--- config.mk ---
export PLATFORM = sky130hd
export DESIGN_NAME = mem_access_unit
export DESIGN_NICKNAME = d
export VERILOG_FILES = /design/src/rtl/mem_pkg.sv /design/src/rtl/mem_store_buffer.sv /design/src/rtl/mem_access_unit.sv
export SDC_FILE = /design/constraint.sdc
export NUM_CORES = 1
export LEC_CHECK = 0
export BUFFER_PORTS_ARGS = -buffer_cell sky130_fd_sc_hd__buf_4
export CAP_MARGIN = 15
export CELL_PAD_IN_SITES_DETAIL_PLACEMENT = 2
export CELL_PAD_IN_SITES_GLOBAL_PLACEMENT = 2
export CORE_AREA = 2 2 200 202
export CTS_BUF_LIST = sky130_fd_sc_hd__clkbuf_4
export CTS_CLUSTER_DIAMETER = 80
export DETAILED_ROUTE_END_ITERATION = 10
export DIE_AREA = 0 0 202 204
export PLACE_DENSITY = 0.83
export SLEW_MARGIN = 20
export SYNTH_ARGS = -nofsm -noshare
export SYNTH_HDL_FRONTEND = slang
export SYNTH_SLANG_ARGS = --single-unit
--- constraint.sdc ---
create_clock -name CLK -period 4.8 [get_ports CLK]
set_clock_uncertainty 0.15 [all_clocks]
set_input_delay 0.48 -clock CLK [delete_from_list [all_inputs] [get_ports CLK]]
set_output_delay 0.48 -clock CLK [all_outputs]
set_load 0.01 [all_outputs]
--- src/rtl/mem_pkg.sv ---
// Purpose: shared constants for the MEM stage: ALU_Control memory-op
// encodings, FSM state encoding and byte-lane helper functions.
package mem_pkg;

   localparam int unsigned DATA_W = 32;
   localparam int unsigned BE_W   = 4;

   // Memory-op encodings carried on ALU_Control
   localparam logic [5:0] OP_LB   = 6'b100001;
   localparam logic [5:0] OP_LH   = 6'b101011;
   localparam logic [5:0] OP_LBU  = 6'b101010;
   localparam logic [5:0] OP_LHU  = 6'b101100;
   localparam logic [5:0] OP_LW   = 6'b111101;
   localparam logic [5:0] OP_LL   = 6'b101000;
   localparam logic [5:0] OP_LWC1 = 6'b110101;
   localparam logic [5:0] OP_LWL  = 6'b101101;
   localparam logic [5:0] OP_LWR  = 6'b101110;
   localparam logic [5:0] OP_SB   = 6'b101111;
   localparam logic [5:0] OP_SH   = 6'b110000;
   localparam logic [5:0] OP_SW   = 6'b110001;
   localparam logic [5:0] OP_SC   = 6'b110110;
   localparam logic [5:0] OP_SWL  = 6'b110010;
   localparam logic [5:0] OP_SWR  = 6'b110011;

   // Load-sequencing FSM
   typedef logic [1:0] mem_state_t;
   localparam mem_state_t ST_IDLE     = 2'd0;
   localparam mem_state_t ST_LD_DRAIN = 2'd1;
   localparam mem_state_t ST_LD_REQ   = 2'd2;
   localparam mem_state_t ST_LD_WAIT  = 2'd3;

   // Reverse byte order (lane mirroring for little-endian builds)
   function automatic logic [DATA_W-1:0] byte_swap(input logic [DATA_W-1:0] w);
      return {w[7:0], w[15:8], w[23:16], w[31:24]};
   endfunction

   function automatic logic [BE_W-1:0] be_swap(input logic [BE_W-1:0] b);
      return {b[0], b[1], b[2], b[3]};
   endfunction

endpackage

--- src/rtl/mem_store_buffer.sv ---
// Purpose: synchronous FIFO of posted stores {word addr, lane data, byte enables}.
// Ports: CLK/RESET (sync, active-high); push/pop strobes; push_* entry in;
//        head_* oldest entry out; full/empty flags.
// Caller guarantees push only when !full or popping, pop only when !empty.
module mem_store_buffer
   import mem_pkg::*;
#(
   parameter int unsigned DEPTH = 4,
   parameter int unsigned AW    = 30
) (
   input  logic              CLK,
   input  logic              RESET,
   input  logic              push,
   input  logic [AW-1:0]     push_addr,
   input  logic [DATA_W-1:0] push_data,
   input  logic [BE_W-1:0]   push_be,
   input  logic              pop,
   output logic [AW-1:0]     head_addr,
   output logic [DATA_W-1:0] head_data,
   output logic [BE_W-1:0]   head_be,
   output logic              full,
   output logic              empty
);

   localparam int unsigned PTR_W = $clog2(DEPTH);
   localparam int unsigned CNT_W = PTR_W + 1;

   logic [AW-1:0]     addr_mem [DEPTH];
   logic [DATA_W-1:0] data_mem [DEPTH];
   logic [BE_W-1:0]   be_mem   [DEPTH];
   logic [PTR_W-1:0]  wr_ptr;
   logic [PTR_W-1:0]  rd_ptr;
   logic [CNT_W-1:0]  count;

   // Pointer and occupancy tracking
   always_ff @(posedge CLK) begin
      if (RESET) begin
         wr_ptr <= '0;
         rd_ptr <= '0;
         count  <= '0;
      end else begin
         if (push) wr_ptr <= wr_ptr + PTR_W'(1);
         if (pop)  rd_ptr <= rd_ptr + PTR_W'(1);
         case ({push, pop})
            2'b10:   count <= count + CNT_W'(1);
            2'b01:   count <= count - CNT_W'(1);
            default: count <= count;
         endcase
      end
   end

   // Entry storage needs no reset: only slots behind the pointers are read
   always_ff @(posedge CLK) begin
      if (push) begin
         addr_mem[wr_ptr] <= push_addr;
         data_mem[wr_ptr] <= push_data;
         be_mem[wr_ptr]   <= push_be;
      end
   end

   assign head_addr = addr_mem[rd_ptr];
   assign head_data = data_mem[rd_ptr];
   assign head_be   = be_mem[rd_ptr];
   assign full      = (count == CNT_W'(DEPTH));
   assign empty     = (count == '0);

endmodule

--- src/rtl/mem_access_unit.sv ---
// Purpose: MEM pipeline stage between EX and WB. Aligns loads (incl. LWL/LWR),
// builds byte-enabled stores (incl. SWL/SWR) posted to a store buffer, and
// sequences data-memory reads over a req/gnt/rvalid handshake.
// Ports: CLK/RESET; EX-side *1_IN bundle; WB-side *1_OUT registers;
//        STALL_OUT (combinational hold request); AddrError_OUT (registered pulse);
//        *_2DM request to data memory; *_fDM responses from data memory.
module mem_access_unit
   import mem_pkg::*;
#(
   parameter int unsigned SB_DEPTH   = 4,
   parameter bit          BIG_ENDIAN = 1'b1,
   parameter int unsigned ADDR_W     = 32
) (
   input  logic              CLK,
   input  logic              RESET,
   input  logic [31:0]       Instr1_IN,
   input  logic [31:0]       Instr1_PC_IN,
   input  logic [ADDR_W-1:0] ALU_result1_IN,
   input  logic [4:0]        WriteRegister1_IN,
   input  logic [31:0]       MemWriteData1_IN,
   input  logic              RegWrite1_IN,
   input  logic [5:0]        ALU_Control1_IN,
   input  logic              MemRead1_IN,
   input  logic              MemWrite1_IN,
   output logic [4:0]        WriteRegister1_OUT,
   output logic              RegWrite1_OUT,
   output logic [31:0]       WriteData1_OUT,
   output logic              STALL_OUT,
   output logic              AddrError_OUT,
   output logic [ADDR_W-1:0] data_address_2DM,
   output logic [31:0]       data_write_2DM,
   output logic [3:0]        data_byte_en_2DM,
   output logic              MemRead_2DM,
   output logic              MemWrite_2DM,
   input  logic              data_gnt_fDM,
   input  logic              data_rvalid_fDM,
   input  logic [31:0]       data_read_fDM
);

   localparam int unsigned WA_W = ADDR_W - 2;

   mem_state_t        state_q, state_d;
   logic [1:0]        k;
   logic [4:0]        sh_k, sh_rk;
   logic              is_half, is_word, misaligned, load_ok, store_ok;
   logic [31:0]       w_be, rt, load_data, st_data_be, wb_data;
   logic [3:0]        st_be_be;
   logic [7:0]        byte_v;
   logic [15:0]       half_v;
   logic              read_req, drain_req, load_done, sb_push, sb_pop;
   logic              sb_full, sb_empty;
   logic [WA_W-1:0]   sb_head_addr;
   logic [31:0]       sb_head_data;
   logic [3:0]        sb_head_be;
   logic              unused_dbg;

   // Debug fields travel with the instruction but are not consumed here
   assign unused_dbg = ^{Instr1_IN, Instr1_PC_IN};

   assign k     = ALU_result1_IN[1:0];
   assign sh_k  = {k, 3'b000};
   assign sh_rk = {~k, 3'b000};
   assign rt    = MemWriteData1_IN;

   // Alignment checking
   assign is_half    = (ALU_Control1_IN == OP_LH) || (ALU_Control1_IN == OP_LHU) ||
                       (ALU_Control1_IN == OP_SH);
   assign is_word    = (ALU_Control1_IN == OP_LW) || (ALU_Control1_IN == OP_SW) ||
                       (ALU_Control1_IN == OP_LL) || (ALU_Control1_IN == OP_SC) ||
                       (ALU_Control1_IN == OP_LWC1);
   assign misaligned = (MemRead1_IN || MemWrite1_IN) &&
                       ((is_half && k[0]) || (is_word && (k != 2'b00)));
   assign load_ok    = MemRead1_IN && !MemWrite1_IN && !misaligned;
   assign store_ok   = MemWrite1_IN && !MemRead1_IN && !misaligned;

   // Load path works on a big-endian view of the returned word
   assign w_be   = BIG_ENDIAN ? data_read_fDM : byte_swap(data_read_fDM);
   assign byte_v = 8'(w_be >> sh_rk);
   assign half_v = k[1] ? w_be[15:0] : w_be[31:16];

   always_comb begin
      load_data = w_be;
      case (ALU_Control1_IN)
         OP_LB:   load_data = {{24{byte_v[7]}}, byte_v};
         OP_LBU:  load_data = {24'h0, byte_v};
         OP_LH:   load_data = {{16{half_v[15]}}, half_v};
         OP_LHU:  load_data = {16'h0, half_v};
         OP_LWL:  load_data = (w_be << sh_k)  | (rt & ~(32'hFFFF_FFFF << sh_k));
         OP_LWR:  load_data = (w_be >> sh_rk) | (rt & ~(32'hFFFF_FFFF >> sh_rk));
         default: load_data = w_be;
      endcase
   end

   // Store lane placement, big-endian view, mirrored below for little-endian
   always_comb begin
      st_be_be   = 4'b1111;
      st_data_be = rt;
      case (ALU_Control1_IN)
         OP_SB: begin
            st_be_be   = 4'b1000 >> k;
            st_data_be = {4{rt[7:0]}};
         end
         OP_SH: begin
            st_be_be   = k[1] ? 4'b0011 : 4'b1100;
            st_data_be = {2{rt[15:0]}};
         end
         OP_SWL: begin
            st_be_be   = 4'b1111 >> k;
            st_data_be = rt >> sh_k;
         end
         OP_SWR: begin
            st_be_be   = 4'b1111 << (~k);
            st_data_be = rt << sh_rk;
         end
         default: begin
            st_be_be   = 4'b1111;
            st_data_be = rt;
         end
      endcase
   end

   mem_store_buffer #(
      .DEPTH (SB_DEPTH),
      .AW    (WA_W)
   ) u_sb (
      .CLK       (CLK),
      .RESET     (RESET),
      .push      (sb_push),
      .push_addr (ALU_result1_IN[ADDR_W-1:2]),
      .push_data (BIG_ENDIAN ? st_data_be : byte_swap(st_data_be)),
      .push_be   (BIG_ENDIAN ? st_be_be : be_swap(st_be_be)),
      .pop       (sb_pop),
      .head_addr (sb_head_addr),
      .head_data (sb_head_data),
      .head_be   (sb_head_be),
      .full      (sb_full),
      .empty     (sb_empty)
   );

   always_ff @(posedge CLK) begin
      if (RESET) state_q <= ST_IDLE;
      else       state_q <= state_d;
   end

   // Next state, memory requests, buffer strobes and stall.
   // IDLE/LD_DRAIN issue the read themselves once the buffer is empty, so a
   // zero-wait read with an empty buffer completes in the cycle it arrives.
   always_comb begin
      state_d   = state_q;
      read_req  = 1'b0;
      drain_req = 1'b0;
      load_done = 1'b0;
      sb_pop    = 1'b0;
      sb_push   = 1'b0;
      STALL_OUT = 1'b0;
      case (state_q)
         ST_IDLE, ST_LD_DRAIN: begin
            if (!load_ok) begin
               state_d = ST_IDLE;
            end else if (!sb_empty) begin
               state_d = ST_LD_DRAIN;
            end else begin
               read_req = 1'b1;
               if (data_gnt_fDM) state_d = data_rvalid_fDM ? ST_IDLE : ST_LD_WAIT;
               else              state_d = ST_LD_REQ;
            end
         end
         ST_LD_REQ: begin
            read_req = 1'b1;
            if (data_gnt_fDM) state_d = data_rvalid_fDM ? ST_IDLE : ST_LD_WAIT;
         end
         ST_LD_WAIT: begin
            if (data_rvalid_fDM) state_d = ST_IDLE;
         end
         default: state_d = ST_IDLE;
      endcase
      if (RESET) read_req = 1'b0;
      drain_req = !RESET && !sb_empty &&
                  ((state_q == ST_IDLE) || (state_q == ST_LD_DRAIN));
      sb_pop    = drain_req && data_gnt_fDM;
      load_done = (read_req && data_gnt_fDM && data_rvalid_fDM) ||
                  ((state_q == ST_LD_WAIT) && data_rvalid_fDM);
      sb_push   = !RESET && store_ok && (state_q == ST_IDLE) && (!sb_full || sb_pop);
      if (RESET)         STALL_OUT = 1'b0;
      else if (load_ok)  STALL_OUT = !load_done;
      else if (store_ok) STALL_OUT = !sb_push;
   end

   assign MemRead_2DM      = read_req;
   assign MemWrite_2DM     = drain_req;
   assign data_address_2DM = read_req  ? {ALU_result1_IN[ADDR_W-1:2], 2'b00} :
                             drain_req ? {sb_head_addr, 2'b00} : '0;
   assign data_write_2DM   = drain_req ? sb_head_data : 32'h0;
   assign data_byte_en_2DM = read_req ? 4'b1111 : (drain_req ? sb_head_be : 4'b0000);

   always_comb begin
      wb_data = 32'(ALU_result1_IN);
      if (load_ok)                                          wb_data = load_data;
      else if (store_ok && (ALU_Control1_IN == OP_SC))      wb_data = 32'h1;
   end

   // WB register: takes the instruction when not stalled, else a bubble
   always_ff @(posedge CLK) begin
      if (RESET || STALL_OUT) begin
         WriteRegister1_OUT <= 5'h0;
         RegWrite1_OUT      <= 1'b0;
         WriteData1_OUT     <= 32'h0;
         AddrError_OUT      <= 1'b0;
      end else begin
         WriteRegister1_OUT <= WriteRegister1_IN;
         RegWrite1_OUT      <= RegWrite1_IN && !misaligned;
         WriteData1_OUT     <= wb_data;
         AddrError_OUT      <= misaligned;
      end
   end

endmodule
==> impl_metrics.toml, run 1 <==
[placement]
gp_congestion = 0.877
placed_cells = 1803
dpl.hpwl_um = 38400
dpl_worst_slack_ns = 1.13
port_buffers = 221

[sta]
finalWorstSetupSlack_ns = 0.996
final_period_minus_worst_setup_slack_ns = 3.80
setup_tns_ns = 0
fmaxAchievable_mhz = 263
timing.final.setup_violations = 0
worst_slew_margin_rel_pct = 22.5
timing.hold.ws_ns = 0.0573
unrepaired_setup_endpoints_after_global_routing = "no"
tightest_slew_ns = 1.16
final_hold_viol_count = 0
post-route-period-util_pct = 79.3
maxSlewViolCount = 0

[drt]
via_count = 12600
totalWireLength_um = 65600
avgRoutedWirePerCell_um = 32.2
dr.pass1.iters = 6
ant_nets = 0
dr.first_iter.drc_count = 1272
drt_drc_violations_left = 0
vias_per_cell = 6.20

[cells_and_area]
area_delta_synth_final_pct = 25.7
area.sequential_um2 = 8940
layout_commonest_cell = "sky130_fd_sc_hd__edfxtp_1"
multi_input_comb_area_um2 = 6040
final_nets = 1618
final.fill_count = 3738
instances_no_fill = 2038
layout.cells.most_common_list = "sky130_fd_sc_hd__edfxtp_1 (264), sky130_fd_sc_hd__buf_4 (248), sky130_fd_sc_hd__clkbuf_4 (120)"
drive_above_1_share_pct = 33.2

[synthesis]
number_of_different_library_cells_in_the_post_synthesis_netlist = 80
netlist_area_um2 = 15400
ys.warnings.count = 0
synthesis.area_per_instance_um2 = 13.9
synth_enable_flop_cells = 264
netlist_instances = 1113
dominantRegCellSynth = "sky130_fd_sc_hd__edfxtp_1"
synth-async-reset-ratio_pct = 0
ys_seq_elements = 314
post_synthesis_sequential_area_ratio_pct = 57.9

[floorplan]
design.die.area_um2 = 41200
chipHeight_um = 204
pin_count = 288
core-area_um2 = 39200
num_rows = 73
starting_density_of_the_core_pct = 39.3
die_width_um = 202

[clock_tree]
root_buffer = "sky130_fd_sc_hd__clkbuf_4"
cts-buffers-inserted = 87
numClockSinks = 314
max-clock-path-buffers = 3
htree_levels = 3
tritoncts = "done"
clk_pin_slew_ns = 0.13
clk_latency_ns = 0.83

[critical_path]
worstPathMaxFanout = 67
worst-r2r-cell-count = 6
cp_data_required_time_ns = 4.17
worst_ep_arrival_time_ns = 3.17
endpoint_kind = "output pin"
critPathKind = "in -> out"
start_kind = "input port"

[job]
drv.max_cap_violation_count = 0

[global_route]
grt_pass1_vias = 13600
maximum_number_of_pins_on_one_net_before_global_route_repair = 68
grt_first_pass_wirelength_um = 96100
grt_antenna_before_repair = 6
globalRoute.totalOverflow = 0
grt_usage_pct = 31.8

[power_and_ir_drop]
total_leakage_power_uw = 0.00713
totalPowerFinal_uw = 7770
vdd_drop_max_uv = 219
power.density_cell_area_nw_per_um2 = 401

[worst_hold_path]
holdCritPathClass = "in -> reg"
hold_depth = 3

[outcome]
outcome = "complete, no violations"
-- critical path, cell delays in order --
cell	delay, ns
sky130_fd_sc_hd__buf_4	0.72
sky130_fd_sc_hd__inv_2	0.45
sky130_fd_sc_hd__o311ai_4	0.26
sky130_fd_sc_hd__nand2_4	0.15
sky130_fd_sc_hd__a31o_1	0.26
sky130_fd_sc_hd__buf_4	0.27
sky130_fd_sc_hd__a22o_1	0.33
sky130_fd_sc_hd__buf_4	0.16
-- cell type report --
cell class,instances,share of cell area (%)
diodes,5,0.0645
well taps,525,3.39
clock buffers,120,4.65
flip-flops and latches,314,46.1
inverters,13,0.252
repair buffers,317,13.2
multi-input cells,702,31.2
clock inverters,42,1.15
-- worst paths after layout --
| kind | slack [ns] | endpoint | startpoint |
|---|---|---|---|
| min reg2reg | 0.40 | u_sb.count[0] | u_sb.count[0] |
| max reg2reg | 1.47 | u_sb.data_mem[1][26] | state_q[1] |
| min | 0.06 | WriteData1_OUT[21] | data_read_fDM[21] |
| max | 1.0 | data_address_2DM[23] | ALU_result1_IN[0] |
-- sequential cells by signal, summed over array words and instances, names as in the netlist, named ones only --
register / flops
u_sb.data_mem: 128
u_sb.addr_mem: 120
WriteData1_OUT: 32
u_sb.be_mem: 16
WriteRegister1_OUT: 5
u_sb.count: 3
state_q: 2
u_sb.rd_ptr: 2
u_sb.wr_ptr: 2
AddrError_OUT: 1
RegWrite1_OUT: 1
-- per-layer routing --
metal  vias to the layer above  part of all wire [%]  global-route usage, %
met1                      6531                    38                   38.2
met3                       198                   7.0                   6.47
met2                       739                    50                   54.0
met5                         -                 0.021                      0
li1                       5162                     -                      -
met4                         2                   5.1                   16.9
-- synthesized netlist by cell type (5+ instances only) --
cell type / number / share of area [%]
sky130_fd_sc_hd__a211oi_1: 5 / 0.24
sky130_fd_sc_hd__a21o_1: 13 / 0.63
sky130_fd_sc_hd__a21oi_1: 53 / 1.7
sky130_fd_sc_hd__a221o_1: 21 / 1.4
sky130_fd_sc_hd__a22o_1: 47 / 2.7
sky130_fd_sc_hd__a22oi_1: 8 / 0.39
sky130_fd_sc_hd__a31oi_1: 9 / 0.37
sky130_fd_sc_hd__and2_1: 45 / 1.8
sky130_fd_sc_hd__buf_2: 26 / 0.84
sky130_fd_sc_hd__buf_4: 8 / 0.39
sky130_fd_sc_hd__buf_6: 5 / 0.37
sky130_fd_sc_hd__clkbuf_1: 42 / 1.0
sky130_fd_sc_hd__dfxtp_1: 50 / 6.5
sky130_fd_sc_hd__edfxtp_1: 264 / 51
sky130_fd_sc_hd__inv_1: 12 / 0.29
sky130_fd_sc_hd__mux2_2: 15 / 1.1
sky130_fd_sc_hd__mux2i_1: 70 / 4.5
sky130_fd_sc_hd__mux4_2: 74 / 11
sky130_fd_sc_hd__nand2_1: 62 / 1.5
sky130_fd_sc_hd__nand2b_1: 15 / 0.61
sky130_fd_sc_hd__nand3_1: 36 / 1.2
sky130_fd_sc_hd__nor2_1: 42 / 1.0
sky130_fd_sc_hd__nor2b_1: 6 / 0.24
sky130_fd_sc_hd__nor3_1: 10 / 0.32
sky130_fd_sc_hd__o211ai_1: 12 / 0.58
sky130_fd_sc_hd__o21ai_0: 53 / 1.7
sky130_fd_sc_hd__o221ai_1: 16 / 0.91
sky130_fd_sc_hd__o22ai_1: 13 / 0.53
sky130_fd_sc_hd__o2bb2ai_1: 7 / 0.40
-- stage by stage --
| step | utilization [%] | cell area, um^2 |
|---|---|---|
| final | 49.5 | 19400 |
| after CTS | 49.4 | 19400 |
| after floorplan | - | 15400 |
| after global placement | 44.8 | 17600 |
| after detailed placement | 44.8 | 17600 |
| after global routing | 49.5 | 19400 |
-- power by group --
part	internal, uW	leakage (uW)	switching (uW)	total, uW
combinational	934	0.00367	1000	1940
clock	1280	0.000668	1350	2630
sequential	3050	0.00279	148	3190
-- logic make-up after synthesis --
family	count (synthesis)	share of synthesized area (%)
DFF	314	57.9
AOI/OAI and AO/OA	289	13.6
and+or+nand+nor	244	8.31
muxes	159	16.5
buffers and inverters	98	3.04
adders and majority gates	5	0.455
xor gates and xnor gates	3	0.170
other	1	0.0243
-- repair_timing --
item	in CTS	in global routing
buffers inserted	0	0
endpoints found under the hold margin	195	0
gates resized for setup	0	0
hold buffers	68	0
setup endpoints to repair	0	0
Note: power is estimated with default switching activity, not from simulation.
==> run 2: changes to the inputs <==
- clock period: 4.8 -> 3.8 ns (I/O delays scaled with it)
==> run 2 against run 1 <==
Compared with the run above: count of clock-buffer cells in the layout is 10 higher; largest cell class unchanged; flip-flop and latch count unchanged; via count is 3.1% higher; clock power grew 22%; sequential power up 24%; critical path type is now reg -> out; highest routed layer unchanged.
==> impl_metrics.toml, run 2 (same netlist as run 1, synthesis figures left out) <==
[sta]
post-route-period-util_pct = 93.0
timing.final.setup_violations = 0
tightest_slew_ns = 1.11
maxSlewViolCount = 0
timing.hold.ws_ns = 0.0487
final_hold_viol_count = 0
unrepaired_setup_endpoints_after_global_routing = "no"
final_period_minus_worst_setup_slack_ns = 3.53
fmaxAchievable_mhz = 283
setup_tns_ns = 0
worst_slew_margin_rel_pct = 25.7

[cells_and_area]
layout.cells.most_common_list = "sky130_fd_sc_hd__edfxtp_1 (264), sky130_fd_sc_hd__buf_4 (248), sky130_fd_sc_hd__clkbuf_4 (130)"
drive_above_1_share_pct = 33.1
area_delta_synth_final_pct = 28.4
final_nets = 1659
layout_commonest_cell = "sky130_fd_sc_hd__edfxtp_1"
fin_util_pct = 50.5
reg_top3 = "u_sb.data_mem (128), u_sb.addr_mem (120), WriteData1_OUT (32)"
number_of_flip_flops_in_the_largest_register = 128
instances_no_fill = 2068
largest-register = "u_sb.data_mem"

[critical_path]
cp_data_required_time_ns = 3.27
worst-r2r-cell-count = 6
start_kind = "flip-flop"
reg2reg_slack_ns = 0.79
critPathKind = "reg -> out"
endpoint_kind = "output pin"
worst_ep_arrival_time_ns = 3.00
worstPathMaxFanout = 35

[clock_tree]
max-clock-path-buffers = 3
root_buffer = "sky130_fd_sc_hd__clkbuf_4"
buffers_inserted_during_post_cts_setup_optimization = 0
clk_pin_slew_ns = 0.07
tritoncts = "done"
post_cts.resized_instances = 0
cts-buffers-inserted = 85
clk_latency_ns = 0.83
htree_levels = 3
numClockSinks = 314

[power_and_ir_drop]
vdd_drop_max_uv = 284
total_leakage_power_uw = 0.00730
power.density_cell_area_nw_per_um2 = 493
totalPowerFinal_uw = 9760

[placement]
dpl.hpwl_um = 37700
placed_cells = 1808
gp_congestion = 0.876
port_buffers = 221

[global_route]
grt_usage_pct = 31.9
globalRoute.totalOverflow = 0
grt_first_pass_wirelength_um = 97100
grt_pass1_vias = 14200
maximum_number_of_pins_on_one_net_before_global_route_repair = 68
grt_antenna_before_repair = 5

[drt]
vias_per_cell = 6.29
ant_nets = 0
totalWireLength_um = 66700
via_count = 13000
avgRoutedWirePerCell_um = 32.3
drt_drc_violations_left = 0
dr.first_iter.drc_count = 1213
dr.pass1.iters = 5

[floorplan]
core-area_um2 = 39200
starting_density_of_the_core_pct = 39.3
num_rows = 73
die_width_um = 202
chipHeight_um = 204
design.die.area_um2 = 41200
pin_count = 288

[job]
drv.max_cap_violation_count = 0

[worst_hold_path]
hold_depth = 2
holdCritPathClass = "in -> reg"

[outcome]
outcome = "complete, no violations"
==> run 2: cell types whose count changed in the layout (fill, tap and decap cells not counted), sizes merged <==
cell         before  now
bufinv            2    0
buf             249  254
clkinvlp          0    1
clkbuf          120  130
dlygate4sd3      68  106
diode             5    4
clkinv           37   16
==> run 2: report_power, final <==
| group | internal [uW] | total (uW) | switching (uW) |
|---|---|---|---|
| clock network | 1560 | 3200 | 1640 |
| registers | 3850 | 3960 | 113 |
| logic | 1230 | 2600 | 1370 |
| total | 6630 | 9760 | 3130 |
==> run 2: path summary, 6_finish.rpt <==
path                           to            startpoint
max          data_address_2DM[19]         u_sb.count[2]
min          u_sb.data_mem[1][31]  MemWriteData1_IN[31]
max reg2reg   u_sb.data_mem[2][6]            state_q[1]
min reg2reg         u_sb.count[0]         u_sb.count[0]
==> run 2: timing repair <==
item / CTS / global route
setup endpoints to repair: 0 / 0
hold buffers: 106 / 0
hold endpoints to repair: 265 / 0
==> run 2: layer usage <==
| layer | up-vias | track usage (%) | wire [um] |
|---|---|---|---|
| met2 | 871 | 53.1 | 32400 |
| met5 | - | 0 | 13 |
| li1 | 5227 | - | - |
| met3 | 261 | 6.58 | 5210 |
| met1 | 6657 | 38.3 | 24900 |
| met4 | 2 | 19.2 | 4220 |
==> run 2: through the flow <==
stage | instance area, um^2 | setup WS [ns]
final | 19800 | 0.266
after global routing | 19800 | 0.148
after CTS | 19800 | 0.363
after detailed placement | 17700 | 0.616
after global placement | 17700 | 0.680
after floorplan | 15400 | 0.133
==> run 2: area by class of cell <==
| type | instances | area (um^2) |
|---|---|---|
| fillers | 3730 | 19400 |
| flip-flops and latches | 314 | 8930 |
| multi-input cells | 702 | 6040 |
| repair buffers | 360 | 3040 |
| clock buffers | 130 | 976 |
| well taps | 525 | 657 |
| clock inverters | 20 | 83.8 |
| inverters | 13 | 48.8 |
| diodes | 4 | 10.0 |
==> run 2: critical path, cell delays in order (launching register included) <==
cell                      delay (ns)
sky130_fd_sc_hd__dfxtp_1        0.36
sky130_fd_sc_hd__nor3_1         0.64
sky130_fd_sc_hd__a31o_1         0.25
sky130_fd_sc_hd__buf_4          0.45
sky130_fd_sc_hd__a22o_1         0.29
sky130_fd_sc_hd__buf_4          0.15
==> run 3: changes to the inputs <==
- ABC_AREA: unset -> 1
- CORE_AREA: 2 2 200 202 -> 2 2 217 219
- DIE_AREA: 0 0 202 204 -> 0 0 219 221
- GPL_ROUTABILITY_DRIVEN: unset -> 1
- PLACE_DENSITY: 0.83 -> 0.82
- TNS_END_PERCENT: unset -> 100
==> run 3 against run 2 <==
Compared with the run above: highest routed layer unchanged; final area is 4.4% higher; clock power up 7.2%; sequential share of layout area down 1.9 points; combinational power down 43%; non-clock buffer count up 19; register-to-register slack improved by 0.17 ns; critical path depth increased by 2; flip-flop and latch count unchanged.
==> impl_metrics.toml, run 3 <==
[outcome]
outcome = "complete, no violations"

[drt]
avgRoutedWirePerCell_um = 28.3
ant_nets = 0
drt_drc_violations_left = 0
totalWireLength_um = 79900
dr.first_iter.drc_count = 1393
via_count = 16200
vias_per_cell = 5.76
dr.pass1.iters = 5

[sta]
final_period_minus_worst_setup_slack_ns = 3.62
tightest_slew_ns = 1.10
fmaxAchievable_mhz = 276
final_hold_viol_count = 0
setup_tns_ns = 0
unrepaired_setup_endpoints_after_global_routing = "no"
worst_slew_margin_rel_pct = 26.1
post-route-period-util_pct = 95.2
finalWorstSetupSlack_ns = 0.183
maxSlewViolCount = 0
timing.final.setup_violations = 0

[global_route]
grt_pass1_vias = 17900
grt_usage_pct = 32.8
grt_antenna_before_repair = 8
maximum_number_of_pins_on_one_net_before_global_route_repair = 133
grt_first_pass_wirelength_um = 118000
globalRoute.totalOverflow = 0

[synthesis]
netlist_instances = 1778
synthesis.area_per_instance_um2 = 8.96
ys.warnings.count = 0
synth_top_area_share_pct = 49.7
netlist_top_cells_area = "sky130_fd_sc_hd__edfxtp_1 (50%), sky130_fd_sc_hd__nand2_1 (7.5%), sky130_fd_sc_hd__o21ai_0 (6.3%)"
synth.cells.most_frequent = "sky130_fd_sc_hd__nand2_1 (317), sky130_fd_sc_hd__nor2_1 (265), sky130_fd_sc_hd__edfxtp_1 (264), sky130_fd_sc_hd__o21ai_0 (201), sky130_fd_sc_hd__a21oi_1 (171)"
ys_seq_elements = 314
yosysTopAreaCell = "sky130_fd_sc_hd__edfxtp_1"
dominantRegCellSynth = "sky130_fd_sc_hd__edfxtp_1"
netlist_area_um2 = 15900
post_synthesis_sequential_area_ratio_pct = 56.0
synth_enable_flop_cells = 264
synthMostInstantiatedCell = "sky130_fd_sc_hd__nand2_1"
synth-async-reset-ratio_pct = 0
number_of_different_library_cells_in_the_post_synthesis_netlist = 43

[cells_and_area]
fin_area_um2 = 20700
multi_input_comb_area_um2 = 6040
layout.cells.most_common_list = "sky130_fd_sc_hd__nand2_1 (317), sky130_fd_sc_hd__edfxtp_1 (264), sky130_fd_sc_hd__nor2_1 (260)"
largest-register = "u_sb.data_mem"
area_delta_synth_final_pct = 29.7
final.fill_count = 5039
final_nets = 2316
layout_commonest_cell = "sky130_fd_sc_hd__nand2_1"
drive_above_1_share_pct = 21.4
number_of_flip_flops_in_the_largest_register = 128
reg_top3 = "u_sb.data_mem (128), u_sb.addr_mem (120), WriteData1_OUT (32)"
area.sequential_um2 = 8930

[power_and_ir_drop]
vdd_drop_max_uv = 177
totalPowerFinal_uw = 8780
total_leakage_power_uw = 0.00854
power.density_cell_area_nw_per_um2 = 425

[critical_path]
cp_data_required_time_ns = 3.27
critPathKind = "reg -> out"
worst_ep_arrival_time_ns = 3.09
worstPathMaxFanout = 35
endpoint_kind = "output pin"
start_kind = "flip-flop"
worst-r2r-cell-count = 8

[floorplan]
design.die.area_um2 = 48400
chipHeight_um = 221
starting_density_of_the_core_pct = 34.6
num_rows = 79
pin_count = 288
die_width_um = 219
core-area_um2 = 46100

[placement]
gp_congestion = 0.903
placed_cell_area_um2 = 18400
dpl.hpwl_um = 46400
dpl_worst_slack_ns = 0.763
port_buffers = 221

[clock_tree]
cts-buffers-inserted = 87
tritoncts = "done"
buffers_inserted_during_post_cts_setup_optimization = 0
root_buffer = "sky130_fd_sc_hd__clkbuf_4"
htree_levels = 3
clk_pin_slew_ns = 0.12
clk_latency_ns = 0.82
max-clock-path-buffers = 3
numClockSinks = 314

[worst_hold_path]
hold_depth = 5
holdCritPathClass = "in -> reg"

[job]
drv.max_cap_violation_count = 0
run 3: timing repair:
| item | in CTS | in global routing |
|---|---|---|
| endpoints found under the setup margin | 0 | 4 |
| gates resized for setup | 0 | 1 |
| endpoints found under the hold margin | 286 | 0 |
| hold buffers | 111 | 0 |
run 3: logic make-up (layout without fill, tap and decap cells):
family          after synthesis  after routing  share of synthesized area [%]
flops                       314            314                           56.0
simple gates                697            697                           18.4
fa+ha+maj                     5              5                          0.440
mux                           8              8                          0.502
compound gates              503            503                           18.2
buf+inv                     250            677                           6.37
other cells                   1              9                         0.0235
run 3: layout make-up:
| cell class | count | share of cell area, % |
|---|---|---|
| clock inverter | 28 | 0.738 |
| antenna | 7 | 0.0847 |
| tap | 607 | 3.67 |
| clock buffer | 134 | 4.87 |
| inverter | 136 | 2.49 |
| timing repair buffer | 379 | 15.7 |
| sequential | 314 | 43.2 |
| multi-input combinational | 1215 | 29.2 |
run 3: worst paths after layout:
check | slack, ns | end | from
worst max-delay path | 0.18 | data_address_2DM[14] | flip-flop
worst min-delay path | 0.06 | WriteData1_OUT[14] | data_read_fDM[14]
worst max register to register | 0.96 | u_sb.data_mem[1][18] | state_q[1]
worst min register to register | 0.35 | flip-flop | u_sb.rd_ptr[1]
run 3: report_power, final:
group,switching [uW],internal [uW],total (uW)
clock,1740,1690,3430
sequential,41.0,3820,3860
combinational,973,522,1490
run 3: critical path, stage by stage (launching register included):
cell                       delay (ns)
sky130_fd_sc_hd__dfxtp_2         0.33
sky130_fd_sc_hd__clkinv_2        0.03
sky130_fd_sc_hd__buf_4           0.44
sky130_fd_sc_hd__buf_4           0.54
sky130_fd_sc_hd__a21oi_1         0.10
sky130_fd_sc_hd__a221o_1         0.36
sky130_fd_sc_hd__o21ai_0         0.19
sky130_fd_sc_hd__buf_4           0.21
run 3: per-layer routing:
metal  track usage, %  vias to the layer above  share of wire [%]
met5                0                        -              0.015
met3             6.74                      223                6.7
met2             55.0                      778                 49
li1                 -                     6948                  -
met1             39.4                     8295                 39
met4             17.1                        2                5.2
run 3: through the flow:
step                hold slack [ns]  util [%]  std cells
floorplan                     0.299         -       1779
global placement              0.327      39.9       2540
detailed placement            0.339      39.9       2540
CTS                        0.000994      44.8       2813
global route                 0.0316      44.9       2820
finish                       0.0577      44.9       2820
